===== src/rtl/grf_hazard_ctrl.sv =====
// Hazard controller for the 5-stage pipeline: tracks in-flight GRF writes in E/M/W,
// raises the D-stage stall, picks forwarding sources and times the MDU busy window.
module grf_hazard_ctrl #(
  parameter int unsigned MUL_LAT = 5,
  parameter int unsigned DIV_LAT = 10
) (
  input  logic       clk,
  input  logic       rst,
  input  logic       d_valid,
  input  logic [4:0] d_rs,
  input  logic [4:0] d_rt,
  input  logic [1:0] d_rs_tuse,
  input  logic [1:0] d_rt_tuse,
  input  logic [4:0] d_dst,
  input  logic [1:0] d_tnew,
  input  logic       d_md_use,
  input  logic       d_md_start,
  input  logic       d_md_div,
  output logic       stall,
  output logic [1:0] d_rs_fwd,
  output logic [1:0] d_rt_fwd,
  output logic [1:0] e_rs_fwd,
  output logic [1:0] e_rt_fwd,
  output logic       mdu_busy
);

  localparam int unsigned REG_W  = 5;
  localparam int unsigned TNEW_W = 2;
  localparam int unsigned TUSE_W = 2;
  localparam int unsigned SEL_W  = 2;
  localparam int unsigned CNT_W  = 4;

  localparam logic [SEL_W-1:0]  SEL_GRF   = 2'd0;
  localparam logic [SEL_W-1:0]  SEL_E     = 2'd1;
  localparam logic [SEL_W-1:0]  SEL_M     = 2'd2;
  localparam logic [SEL_W-1:0]  SEL_W_STG = 2'd3;
  localparam logic [TUSE_W-1:0] TUSE_NONE = 2'd3;

  typedef struct packed {
    logic [REG_W-1:0]  dst;
    logic [TNEW_W-1:0] tnew;
  } wr_rec_t;

  typedef struct packed {
    wr_rec_t          wr;
    logic [REG_W-1:0] rs;
    logic [REG_W-1:0] rt;
    logic             md_start;
    logic             md_div;
  } e_rec_t;

  e_rec_t           e_q;
  e_rec_t           e_d;
  wr_rec_t          m_q;
  wr_rec_t          w_q;
  logic [CNT_W-1:0] cnt_q;
  logic             stall_c;
  logic             busy_c;

  function automatic logic [TNEW_W-1:0] tnew_dec(input logic [TNEW_W-1:0] t);
    return (t == '0) ? '0 : t - TNEW_W'(1);
  endfunction

  function automatic logic src_stall(input logic [REG_W-1:0]  s,
                                     input logic [TUSE_W-1:0] tuse,
                                     input wr_rec_t           e,
                                     input wr_rec_t           m);
    if (s == '0 || tuse == TUSE_NONE) return 1'b0;
    return ((e.dst == s) && (e.tnew > tuse)) || ((m.dst == s) && (m.tnew > tuse));
  endfunction

  // The youngest stage writing s decides; if its value is not ready yet, select
  // nothing and rely on the stall rather than forwarding an older stale value.
  function automatic logic [SEL_W-1:0] d_sel(input logic [REG_W-1:0] s,
                                             input wr_rec_t          e,
                                             input wr_rec_t          m,
                                             input wr_rec_t          w);
    if (s == '0)    return SEL_GRF;
    if (e.dst == s) return (e.tnew == '0) ? SEL_E : SEL_GRF;
    if (m.dst == s) return (m.tnew == '0) ? SEL_M : SEL_GRF;
    if (w.dst == s) return (w.tnew == '0) ? SEL_W_STG : SEL_GRF;
    return SEL_GRF;
  endfunction

  function automatic logic [SEL_W-1:0] e_sel(input logic [REG_W-1:0] s,
                                             input wr_rec_t          m,
                                             input wr_rec_t          w);
    if (s == '0)    return SEL_GRF;
    if (m.dst == s) return (m.tnew == '0) ? SEL_M : SEL_GRF;
    if (w.dst == s) return (w.tnew == '0) ? SEL_W_STG : SEL_GRF;
    return SEL_GRF;
  endfunction

  assign busy_c = (cnt_q != '0) || e_q.md_start;

  // D-stage stall: operand not ready in time, or HI/LO access while the MDU runs.
  always_comb begin
    stall_c = 1'b0;
    if (d_valid) begin
      stall_c = src_stall(d_rs, d_rs_tuse, e_q.wr, m_q)
             || src_stall(d_rt, d_rt_tuse, e_q.wr, m_q)
             || (d_md_use && busy_c);
    end
  end

  // Record entering E: the D instruction, or a bubble when stalled or invalid.
  always_comb begin
    e_d = '0;
    if (d_valid && !stall_c) begin
      e_d.wr.dst   = d_dst;
      e_d.wr.tnew  = d_tnew;
      e_d.rs       = d_rs;
      e_d.rt       = d_rt;
      e_d.md_start = d_md_start;
      e_d.md_div   = d_md_div;
    end
  end

  always_ff @(posedge clk) begin
    if (rst) begin
      e_q <= '0;
      m_q <= '0;
      w_q <= '0;
    end else begin
      e_q      <= e_d;
      m_q.dst  <= e_q.wr.dst;
      m_q.tnew <= tnew_dec(e_q.wr.tnew);
      w_q.dst  <= m_q.dst;
      w_q.tnew <= tnew_dec(m_q.tnew);
    end
  end

  // MDU window: reloads whenever a start leaves E, even while D is stalled.
  always_ff @(posedge clk) begin
    if (rst) begin
      cnt_q <= '0;
    end else if (e_q.md_start) begin
      cnt_q <= e_q.md_div ? CNT_W'(DIV_LAT) : CNT_W'(MUL_LAT);
    end else if (cnt_q != '0) begin
      cnt_q <= cnt_q - CNT_W'(1);
    end
  end

  always_comb begin
    stall    = stall_c;
    mdu_busy = busy_c;
    d_rs_fwd = d_sel(d_rs, e_q.wr, m_q, w_q);
    d_rt_fwd = d_sel(d_rt, e_q.wr, m_q, w_q);
    e_rs_fwd = e_sel(e_q.rs, m_q, w_q);
    e_rt_fwd = e_sel(e_q.rt, m_q, w_q);
  end

endmodule


===== config.mk =====
export PLATFORM = sky130hd
export DESIGN_NAME = grf_hazard_ctrl
export DESIGN_NICKNAME = d
export VERILOG_FILES = /design/src/rtl/grf_hazard_ctrl.sv
export SDC_FILE = /design/constraint.sdc
export NUM_CORES = 1
export LEC_CHECK = 0
export ABC_CLOCK_PERIOD_IN_PS = 3700
export BUFFER_PORTS_ARGS = -buffer_cell sky130_fd_sc_hd__buf_2
export CAP_MARGIN = 0
export CELL_PAD_IN_SITES_DETAIL_PLACEMENT = 0
export CELL_PAD_IN_SITES_GLOBAL_PLACEMENT = 1
export CORE_ASPECT_RATIO = 1.2
export CORE_UTILIZATION = 40
export CTS_CLUSTER_DIAMETER = 40
export DETAILED_ROUTE_END_ITERATION = 6
export GPL_ROUTABILITY_DRIVEN = 0
export PLACE_DENSITY_LB_ADDON = 0.25
export SETUP_SLACK_MARGIN = 0.3
export SLEW_MARGIN = 20
export SYNTH_ARGS = -nofsm -noshare
export SYNTH_HDL_FRONTEND = slang
export SYNTH_SLANG_ARGS = --single-unit

===== constraint.sdc =====
create_clock -name clk -period 3.7 [get_ports clk]
set_clock_uncertainty 0.1 [all_clocks]
set_input_delay 0.74 -clock clk [delete_from_list [all_inputs] [get_ports clk]]
set_output_delay 0.74 -clock clk [all_outputs]
set_load 0.02 [all_outputs]

==> qor.yml, run 1 <==
power.combinational.fraction: 0.314
cts_tree: "yes"
synth_top_family_by_area: "simple AND/OR/NAND/NOR gates"
switching_power_uw: 421
leakagePower_uw: 0.00124
crit_chain: "buf_2 -> inv_1 -> ha_1 -> nor2b_1 -> a2bb2oi_1 -> and3_1 -> o21a_2 -> o31a_1 -> buf_2"
synth_seq_area_share: 0.307
proportion_of_layout_cells_with_a_drive_suffix_above_1: 0.259
critical_path.most_common_cell: "sky130_fd_sc_hd__buf_2"
start_util: 0.420
cts_num_sinks: 37
timing.hold.worst.start: "m_q[0]"
yosys-top-cells-area: "sky130_fd_sc_hd__dfxtp_1 31%, sky130_fd_sc_hd__xor2_1 13%, sky130_fd_sc_hd__nor4_2 10%"
grt_start_max_net_pins: 25
synth_top_area_share: 0.307
setup_tns_ns: 0
adder_cell_share_of_the_synthesized_area: 0.0623
synth_enable_flop_cells: 0
cts-htree-levels: 2
grt_first_pass_wirelength_mm: 8.96
slowest_stage: "sky130_fd_sc_hd__o31a_1"
timing.hold.worst_path_depth: 1
setup.worst_path.start_class: "input port"
route.detailed.drc: 0
die-area_um2: 6340
syn2layout_area_growth_pct: 14.3
synthFlopType: "sky130_fd_sc_hd__dfxtp_1"
synthSimpleGateAreaFrac: 0.305
drt_iter0_drc: 74
syn_inst: 266
clockPowerShare: 0.315
core_region_area_um2: 5740
clkSlewWorstSetupHoldPaths_ns: 0.08
num_io_pins: 37
netlist.top_cell.by_area: "sky130_fd_sc_hd__dfxtp_1"
clk_latency_ns: 0.29
synthMuxAreaShare: 0.00831
routed_via_density: 5.01
io_buffer_count: 36
numCtsBuffers: 5
peakVddDrop_uv: 306
clock-root-buffer: "sky130_fd_sc_hd__clkbuf_8"
post-synth-top-count-cell: "sky130_fd_sc_hd__dfxtp_1"
insertedDiodeCount: 0
std_cell_rows: 30
track_usage: 0.189
die_width_um: 72.9
final_util: 0.480
transition_time_at_the_pin_with_the_least_slew_margin_ns: 0.928
routedWlPerCell_um: 14.6
ys_top_cells_by_count: "37 x sky130_fd_sc_hd__dfxtp_1, 35 x sky130_fd_sc_hd__xor2_1, 27 x sky130_fd_sc_hd__nand2_1"
final_nets: 332
cts_hold_repair.buffers: 0
synth_async_sr_flop_share: 0
num_vias: 1872
worst_setup_path_end_kind: "output port"
fmax_mhz: 320
synth_xor_xnor_area_share: 0.182
grt_setup_unrepaired: "no"
timing.reg2reg.setup_slack_ns: 1.68
hp-class: "register to register"
post_synth.cell_area_avg_um2: 9.06
critical_path_required_ns: 2.86
nFillCells: 582
drv_cap: 0
timing.final.crit_period_ns: 3.12
first_global_vias: 1829
worst-setup-path-type: "input port to output port"
synth.ff_latch_count: 37
yosys.cell_types.count: 43
timing.hold.worst_endpoint: "w_q[0]"
power.density_cell_area_nw_per_um2: 472
worst_path_largest_cell_delay_ns: 0.32
synth-warning-count: 0
final-setup-viol-count: 0
timing.final.max_slew_violations: 0
post_route_total_power_uw: 1300
cts_max_path_buffers: 2
final_antenna_net_count: 0
p_int_uw: 879
dieHeight_um: 87.0
drt_pass1_iterations: 4
report.final.hold_viol_count: 0
netSwitchingFraction: 0.324
placedCellCount: 366
overflow: 0
max-slew-margin-rel: 0.380
finalCritPeriodShare: 0.844
synthesis.area_um2: 2410
synth_fp_nets: 305
share_of_the_synthesized_area_in_compound_gates_ao_oa_aoi_oai: 0.0711
ctsResizeCount: 0
antenna_violations_before_repair: 0
crit_fanout: 2
p_seq_frac: 0.371
wirelength_mm: 5.46
critical_path.reg2reg.startpoint: "cnt_q[0]"
worst-r2r-cell-count: 8
detailedPlacementHpwl_mm: 4.23
finalNonFillerCells: 374
worstPathArrival_ns: 2.28
run_status: "finished clean"
critical_path.reg2reg.endpoint: "e_q[2]"
cts_post_setup_buffers_inserted: 0
## logic make-up (layout without fill, tap and decap cells)
group                    Yosys count  in the layout
AO/OA/AOI/OAI                     21             21
XOR/XNOR                          50             50
adder cells (fa/ha/maj)           12             12
buffers and inverters             32             60
flip-flops                        37             37
multiplexers                       2              2
AND/OR/NAND/NOR                  112            112
## cell type report
class,count,area [µm²],share of cell area
Multi-Input combinational cell,197,1530,0.555
Sequential cell,37,741,0.269
Timing Repair Buffer,39,203,0.0736
Tap cell,80,100,0.0363
Clock buffer,5,68.8,0.0250
Clock inverter,3,65.1,0.0236
Inverter,13,48.8,0.0177
## stage by stage
stage	hold slack [ns]	instance area [µm²]	worst slack [ns]
2_1_floorplan	0.301	2410	0.688
3_3_place_gp	0.310	2620	0.581
3_5_place_dp	0.332	2620	0.565
4_1_cts	0.346	2760	0.567
5_1_grt	0.381	2760	0.483
6_report	0.339	2760	0.576
## power groups by stage
stage,clock [µW],sequential [µW],combinational [µW]
global route,436,488,456
global placement,0,492,409
CTS,418,483,415
finish,409,482,408
detailed placement,0,492,413
floorplan,0,477,316
## registers in the layout (all words and copies together), names as in the netlist
| signal | count |
|---|---|
| m_q | 7 |
| e_q | 19 |
| cnt_q | 4 |
| w_q | 7 |
## routing by layer
metal,part of all wire,up-vias,track usage
met5,0,-,0
met4,0.020,0,0.0713
met3,0.032,9,0.0278
met2,0.47,32,0.313
met1,0.48,869,0.246
li1,-,962,-
## layout by cell type, fill, tap and decap left out, drive strengths merged, types with 2 or more instances in the layout
cell / count
nand3b: 6
o21ai: 4
nor2: 12
o21a: 2
a21oi: 4
and3: 4
mux2i: 2
buf: 39
ha: 12
dfxtp: 37
clkbuf: 5
nor2b: 14
xor2: 35
bufinv: 2
nor3: 16
inv: 13
nand2: 27
nor4: 23
nand3: 5
xnor2: 15
## worst max-delay path by stage
stage,startpoint,end,slack (ns)
2_1_floorplan,d_rt[1],stall,0.69
3_3_place_gp,d_rs_tuse[1],stall,0.58
3_5_place_dp,d_rs_tuse[1],stall,0.56
4_1_cts,d_rs_tuse[1],stall,0.57
5_1_grt,d_rs_tuse[1],stall,0.48
6_report,d_rs_tuse[1],stall,0.58
## worst max-delay path, delay by kind of cell
family	cells	cell delay [ns]
fa+ha+maj	1	0.31
simple gates	2	0.27
buf+inv	3	0.33
compound gates	3	0.64
(Power assumes the default switching activity.)
==> run 2, diff against run 1 <==
Settings changed: ABC_CLOCK_PERIOD_IN_PS 3700 to 2980.
Clock period 3.7 ns to 2.98 ns, I/O delays scaled along.
==> run 2 against run 1 <==
Clock power is 16% lower. Wire length increased by 1.4%. Via count fell by 0.32%. Largest power group unchanged. First-iteration DRC count fell by 64%. Register-to-register slack worse by 0.63 ns. Sequential power up 25%.
==> qor.yml, run 2 (synthesis gave the netlist of run 1 again) <==
transition_time_at_the_pin_with_the_least_slew_margin_ns: 0.440  # -0.488 ns
drt_pass1_iterations: 4  # unchanged
routedWlPerCell_um: 14.7  # +0.89%
overflow: 0  # unchanged
timing.hold.worst.start: "m_q[0]"
power.density_cell_area_nw_per_um2: 534  # +13%
die_width_um: 72.9  # unchanged
detailedPlacementHpwl_mm: 4.15  # -2.0%
io_buffer_count: 36  # unchanged
cts_tree: "yes"
worstPathArrival_ns: 1.96  # -0.32 ns
clock-root-buffer: "sky130_fd_sc_hd__clkbuf_8"
report.final.hold_viol_count: 0  # unchanged
peakVddDrop_uv: 281  # -8.4%
worst_setup_path_end_kind: "output port"
num_vias: 1866  # -0.32%
insertedDiodeCount: 0  # unchanged
routed_via_density: 4.96  # -0.85%
numCtsBuffers: 5  # unchanged
std_cell_rows: 30  # unchanged
cts_max_path_buffers: 2  # unchanged
reg.largest.list: "e_q x19, m_q x7, w_q x7"
wirelength_mm: 5.54  # +1.4%
max-slew-margin-rel: 0.707  # +0.327
worst_path_largest_cell_delay_ns: 0.27  # -0.05 ns
syn2layout_area_growth_pct: 16.6
drt_iter0_drc: 27  # -64%
critical_path.reg2reg.startpoint: "m_q[6]"
cts_hold_repair.buffers: 0  # unchanged
route.detailed.drc: 0  # unchanged
crit_chain: "buf_6 -> inv_4 -> ha_4 -> nor2b_4 -> a2bb2oi_1 -> and3_1 -> o21a_2 -> o31a_1 -> buf_6"
antenna_violations_before_repair: 0  # unchanged
worst-r2r-cell-count: 6  # -2
critical_path_required_ns: 2.28  # -0.58 ns
worst-setup-path-type: "input port to output port"
final_antenna_net_count: 0  # unchanged
commonest_cells_after_routing_fill_and_taps_aside: "35 x sky130_fd_sc_hd__xor2_1, 33 x sky130_fd_sc_hd__dfxtp_1, 32 x sky130_fd_sc_hd__buf_2, 27 x sky130_fd_sc_hd__nand2_1, 20 x sky130_fd_sc_hd__nor4_2"
setup_tns_ns: 0  # unchanged
drv_cap: 0  # unchanged
clkSlewWorstSetupHoldPaths_ns: 0.07  # about the same
cts-htree-levels: 2  # unchanged
setup.worst_path.start_class: "input port"
timing.reg2reg.setup_slack_ns: 1.05  # -0.63 ns
critical_path.reg2reg.endpoint: "e_q[9]"
critical_path.most_common_cell: "sky130_fd_sc_hd__buf_6"
dieHeight_um: 87.0  # unchanged
timing.hold.worst_endpoint: "w_q[0]"
start_util: 0.420  # unchanged
final_nets: 335  # +0.90%
slowest_stage: "sky130_fd_sc_hd__o31a_1"
num_io_pins: 37  # unchanged
grt_setup_unrepaired: "yes"
final_util: 0.489  # +0.00937
timing.final.crit_period_ns: 2.66
grt_start_max_net_pins: 25  # unchanged
final-setup-viol-count: 0  # unchanged
fmax_mhz: 376
leakagePower_uw: 0.00126  # +0.82%
grt_first_pass_wirelength_mm: 9.12  # +1.8%
layout.cells.most_common: "sky130_fd_sc_hd__xor2_1"
track_usage: 0.193  # +0.00413
max_flop_register: "e_q"
run_status: "finished clean"
die-area_um2: 6340  # unchanged
crit_fanout: 2  # unchanged
timing.final.max_slew_violations: 0  # unchanged
clk_latency_ns: 0.28  # about the same
flip_flop_count_of_the_largest_register_all_copies_and_words_added: 19  # unchanged
first_global_vias: 1884  # +3.0%
core_region_area_um2: 5740  # unchanged
finalCritPeriodShare: 0.893
hp-class: "register to register"
proportion_of_layout_cells_with_a_drive_suffix_above_1: 0.291  # +0.0320
cts_num_sinks: 37  # unchanged
timing.hold.worst_path_depth: 1  # unchanged
## run 2: cell types whose count changed in the layout (fill, tap and decap cells not counted), sizes merged
cell | previous run | this run
buf | 39 | 42
bufinv | 2 | 0
clkbuf | 5 | 7
clkinv | 1 | 0
## run 2: repair_timing
action | in CTS | in global routing
resized for setup | 14 | 5
endpoints found under the setup margin | 1 | 1
buffers inserted | 1 | 1
gates cloned | 0 | 0
pin swaps | 8 | 1
hold endpoints to repair | 0 | 0
## run 2: worst max-delay path by stage
stage	from	to	slack [ns]	cells after the start
floorplan	d_rs_tuse[1]	stall	0.30	8
global placement	d_rs_tuse[1]	stall	0.21	9
detailed placement	d_rs_tuse[1]	stall	0.19	9
CTS	d_rs[2]	stall	0.31	7
global route	d_rs_tuse[1]	stall	0.28	9
finish	d_rs_tuse[1]	stall	0.32	9
## run 2: worst max-delay path, delay by kind of cell
family,cells,cell delay [ns]
fa+ha+maj,1,0.20
buf+inv,3,0.30
simple gates,2,0.26
compound gates,3,0.61
## run 2: power breakdown
part / internal, µW / switching, µW / total [µW]
Sequential: 548 / 56.7 / 604
Clock: 183 / 162 / 345
Combinational: 243 / 306 / 549
## run 2: final cells by class
type / instances / area, µm²
fill: 555 / 2930
multi-input combinational: 197 / 1580
sequential: 37 / 746
timing repair buffer: 42 / 246
tap: 80 / 100
clock buffer: 7 / 86.3
inverter: 13 / 51.3
## run 2: per-stage QoR
step	total power [µW]	hold WS, ns	worst slack [ns]	area (µm²)	std cells
floorplan	989	0.301	0.302	2420	266
global placement	1120	0.309	0.205	2630	367
detailed placement	1120	0.328	0.187	2630	367
CTS	1500	0.339	0.306	2790	375
global route	1610	0.358	0.280	2810	376
finish	1500	0.333	0.319	2810	376
## run 2: per-layer routing
metal	share of wire	global-route usage
met2	0.47	0.325
met4	0.016	0.0570
met1	0.48	0.245
met3	0.034	0.0428
met5	0	0
==> run 3, diff against run 2 <==
--- a/constraint.sdc
+++ b/constraint.sdc
@@ -4,2 +4,2 @@
 set_output_delay 0.596 -clock clk [all_outputs]
-set_load 0.02 [all_outputs]
+set_load 0.005 [all_outputs]
==> run 3 against run 2 <==
Wire length increased by 1.7%. Sequential share of layout area increased by 0.062 points. Clock power is 1% lower. Register-to-register slack worse by 0.04 ns. Global-route usage about the same. Utilization fell by 0.20 points. Critical path depth unchanged. Sequential cell count did not move.
==> qor.yml, run 3 (synthesis gave the netlist of run 1 again) <==
transition_time_at_the_pin_with_the_least_slew_margin_ns: 0.441  # +0.00111 ns
proportion_of_layout_cells_with_a_drive_suffix_above_1: 0.292  # +0.00141
route.detailed.drc: 0  # unchanged
run_status: "finished clean"
drt_iter0_drc: 66  # +140%
leakagePower_uw: 0.00125  # -0.29%
timing.final.crit_period_ns: 2.68  # +0.0147 ns
setup_tns_ns: 0  # unchanged
critical_path.reg2reg.startpoint: "m_q[6]"
cts_max_path_buffers: 2  # unchanged
drv_cap: 0  # unchanged
grt_first_pass_wirelength_mm: 9.11  # -0.14%
placedCellCount: 367  # unchanged
cts_hold_repair.buffers: 0  # unchanged
clkSlewWorstSetupHoldPaths_ns: 0.07  # about the same
timing.hold.worst_endpoint: "w_q[0]"
die_width_um: 72.9  # unchanged
timing.hold.worst_path_depth: 1  # unchanged
post-route-worst-setup-slack_ns: 0.305  # -0.0147 ns
timing.reg2reg.setup_slack_ns: 1.01  # -0.04 ns
crit_fanout: 2  # unchanged
dieHeight_um: 87.0  # unchanged
reg.largest.list: "e_q x19, m_q x7, w_q x7"
worst_setup_path_end_kind: "output port"
track_usage: 0.193  # about the same
worstPathArrival_ns: 1.98  # +0.02 ns
final-setup-viol-count: 0  # unchanged
grt_start_max_net_pins: 25  # unchanged
clock-root-buffer: "sky130_fd_sc_hd__clkbuf_8"
critical_path_required_ns: 2.28  # about the same
layout.cells.most_common: "sky130_fd_sc_hd__xor2_1"
drt_pass1_iterations: 4  # unchanged
dpl-instance-area_um2: 2630  # unchanged
power.density_cell_area_nw_per_um2: 518  # -2.9%
overflow: 0  # unchanged
core_region_area_um2: 5740  # unchanged
report.final.hold_viol_count: 0  # unchanged
peakVddDrop_uv: 295  # +5.2%
grt_setup_unrepaired: "yes"
std_cell_rows: 30  # unchanged
worst-setup-path-type: "input port to output port"
nFillCells: 569  # +2.5%
cts_tree: "yes"
io_buffer_count: 36  # unchanged
dp_worst_setup_slack_ns: 0.169  # -0.0182 ns
first_global_vias: 1811  # -3.9%
timing.final.max_slew_violations: 0  # unchanged
cts-htree-levels: 2  # unchanged
critical_path.reg2reg.endpoint: "e_q[11]"
num_vias: 1901  # +1.9%
numCtsBuffers: 5  # unchanged
final_nets: 336  # +0.30%
routedWlPerCell_um: 14.9  # +1.2%
antenna_violations_before_repair: 0  # unchanged
cts_num_sinks: 37  # unchanged
fmax_mhz: 374  # -0.55%
final_antenna_net_count: 0  # unchanged
finalNonFillerCells: 378  # +0.53%
start_util: 0.420  # unchanged
hp-class: "register to register"
detailedPlacementHpwl_mm: 4.21  # +1.6%
syn2layout_area_growth_pct: 16.1
finalCritPeriodShare: 0.898  # +0.00494
max_flop_register: "e_q"
insertedDiodeCount: 0  # unchanged
die-area_um2: 6340  # unchanged
wirelength_mm: 5.64  # +1.7%
flip_flop_count_of_the_largest_register_all_copies_and_words_added: 19  # unchanged
final_area_um2: 2800  # -0.40%
worst_hold_slack_ns: 0.342  # +0.00871 ns
worst-r2r-cell-count: 6  # unchanged
max-slew-margin-rel: 0.706  # -0.000742
clk_latency_ns: 0.29  # about the same
commonest_cells_after_routing_fill_and_taps_aside: "35 x sky130_fd_sc_hd__xor2_1, 34 x sky130_fd_sc_hd__dfxtp_1, 34 x sky130_fd_sc_hd__buf_2, 27 x sky130_fd_sc_hd__nand2_1, 20 x sky130_fd_sc_hd__nor4_2"
setup.worst_path.start_class: "input port"
routed_via_density: 5.03  # +1.3%
num_io_pins: 37  # unchanged
timing.hold.worst.start: "m_q[0]"
==> run 3: changes by cell type in the layout (fill, tap and decap cells not counted), sizes merged <==
cell / change
clkinv: +2
buf: +1
clkbuf: -1
==> run 3: area by class of cell <==
type	instances	area, µm²	share of cell area
multi-input combinational	197	1580	0.564
sequential	37	744	0.266
timing repair buffer	43	241	0.0863
tap	80	100	0.0358
clock buffer	6	72.6	0.0259
inverter	13	51.3	0.0183
clock inverter	2	10.0	0.00358
==> run 3: repair_timing <==
item                       in CTS  in global routing
setup endpoints to repair       1                  2
buffers inserted                2                  1
resized for setup              11                  4
pin swaps                       6                  1
==> run 3: per-stage QoR <==
stage               total power, µW  utilization
floorplan                       948            -
global placement               1080        0.458
detailed placement             1080        0.458
CTS                            1440        0.484
global route                   1540        0.487
finish                         1450        0.487
==> run 3: worst max-delay path, stage by stage <==
cell                        delay [ns]
sky130_fd_sc_hd__buf_6            0.10
sky130_fd_sc_hd__inv_4            0.07
sky130_fd_sc_hd__ha_4             0.19
sky130_fd_sc_hd__nor2b_1          0.12
sky130_fd_sc_hd__a2bb2oi_1        0.12
sky130_fd_sc_hd__and3_1           0.14
sky130_fd_sc_hd__o21a_2           0.23
sky130_fd_sc_hd__o31a_1           0.26
sky130_fd_sc_hd__buf_2            0.14
==> run 3: how the worst max path moves through the flow <==
| stage | startpoint | end | slack (ns) | cells after the start |
|---|---|---|---|---|
| after global placement | d_rs_tuse[1] | stall | 0.19 | 9 |
| after detailed placement | d_rs_tuse[1] | stall | 0.17 | 9 |
| after floorplan | d_rs_tuse[1] | stall | 0.34 | 8 |
| after CTS | d_rs_tuse[1] | stall | 0.30 | 9 |
| final | d_rs_tuse[1] | stall | 0.30 | 9 |
| after global routing | d_rs_tuse[1] | stall | 0.26 | 9 |
==> run 3: report_power, final <==
part	total, µW	internal [µW]	switching, µW
combinational	503	238	265
sequential	606	547	58.9
clock	341	162	179
==> run 3: layer usage <==
metal / vias to the layer above / part of all wire / track usage
met1: 892 / 0.49 / 0.255
li1: 968 / - / -
met4: 0 / 0.0067 / 0.0517
met5: - / 0 / 0
met2: 37 / 0.47 / 0.319
met3: 4 / 0.032 / 0.0370
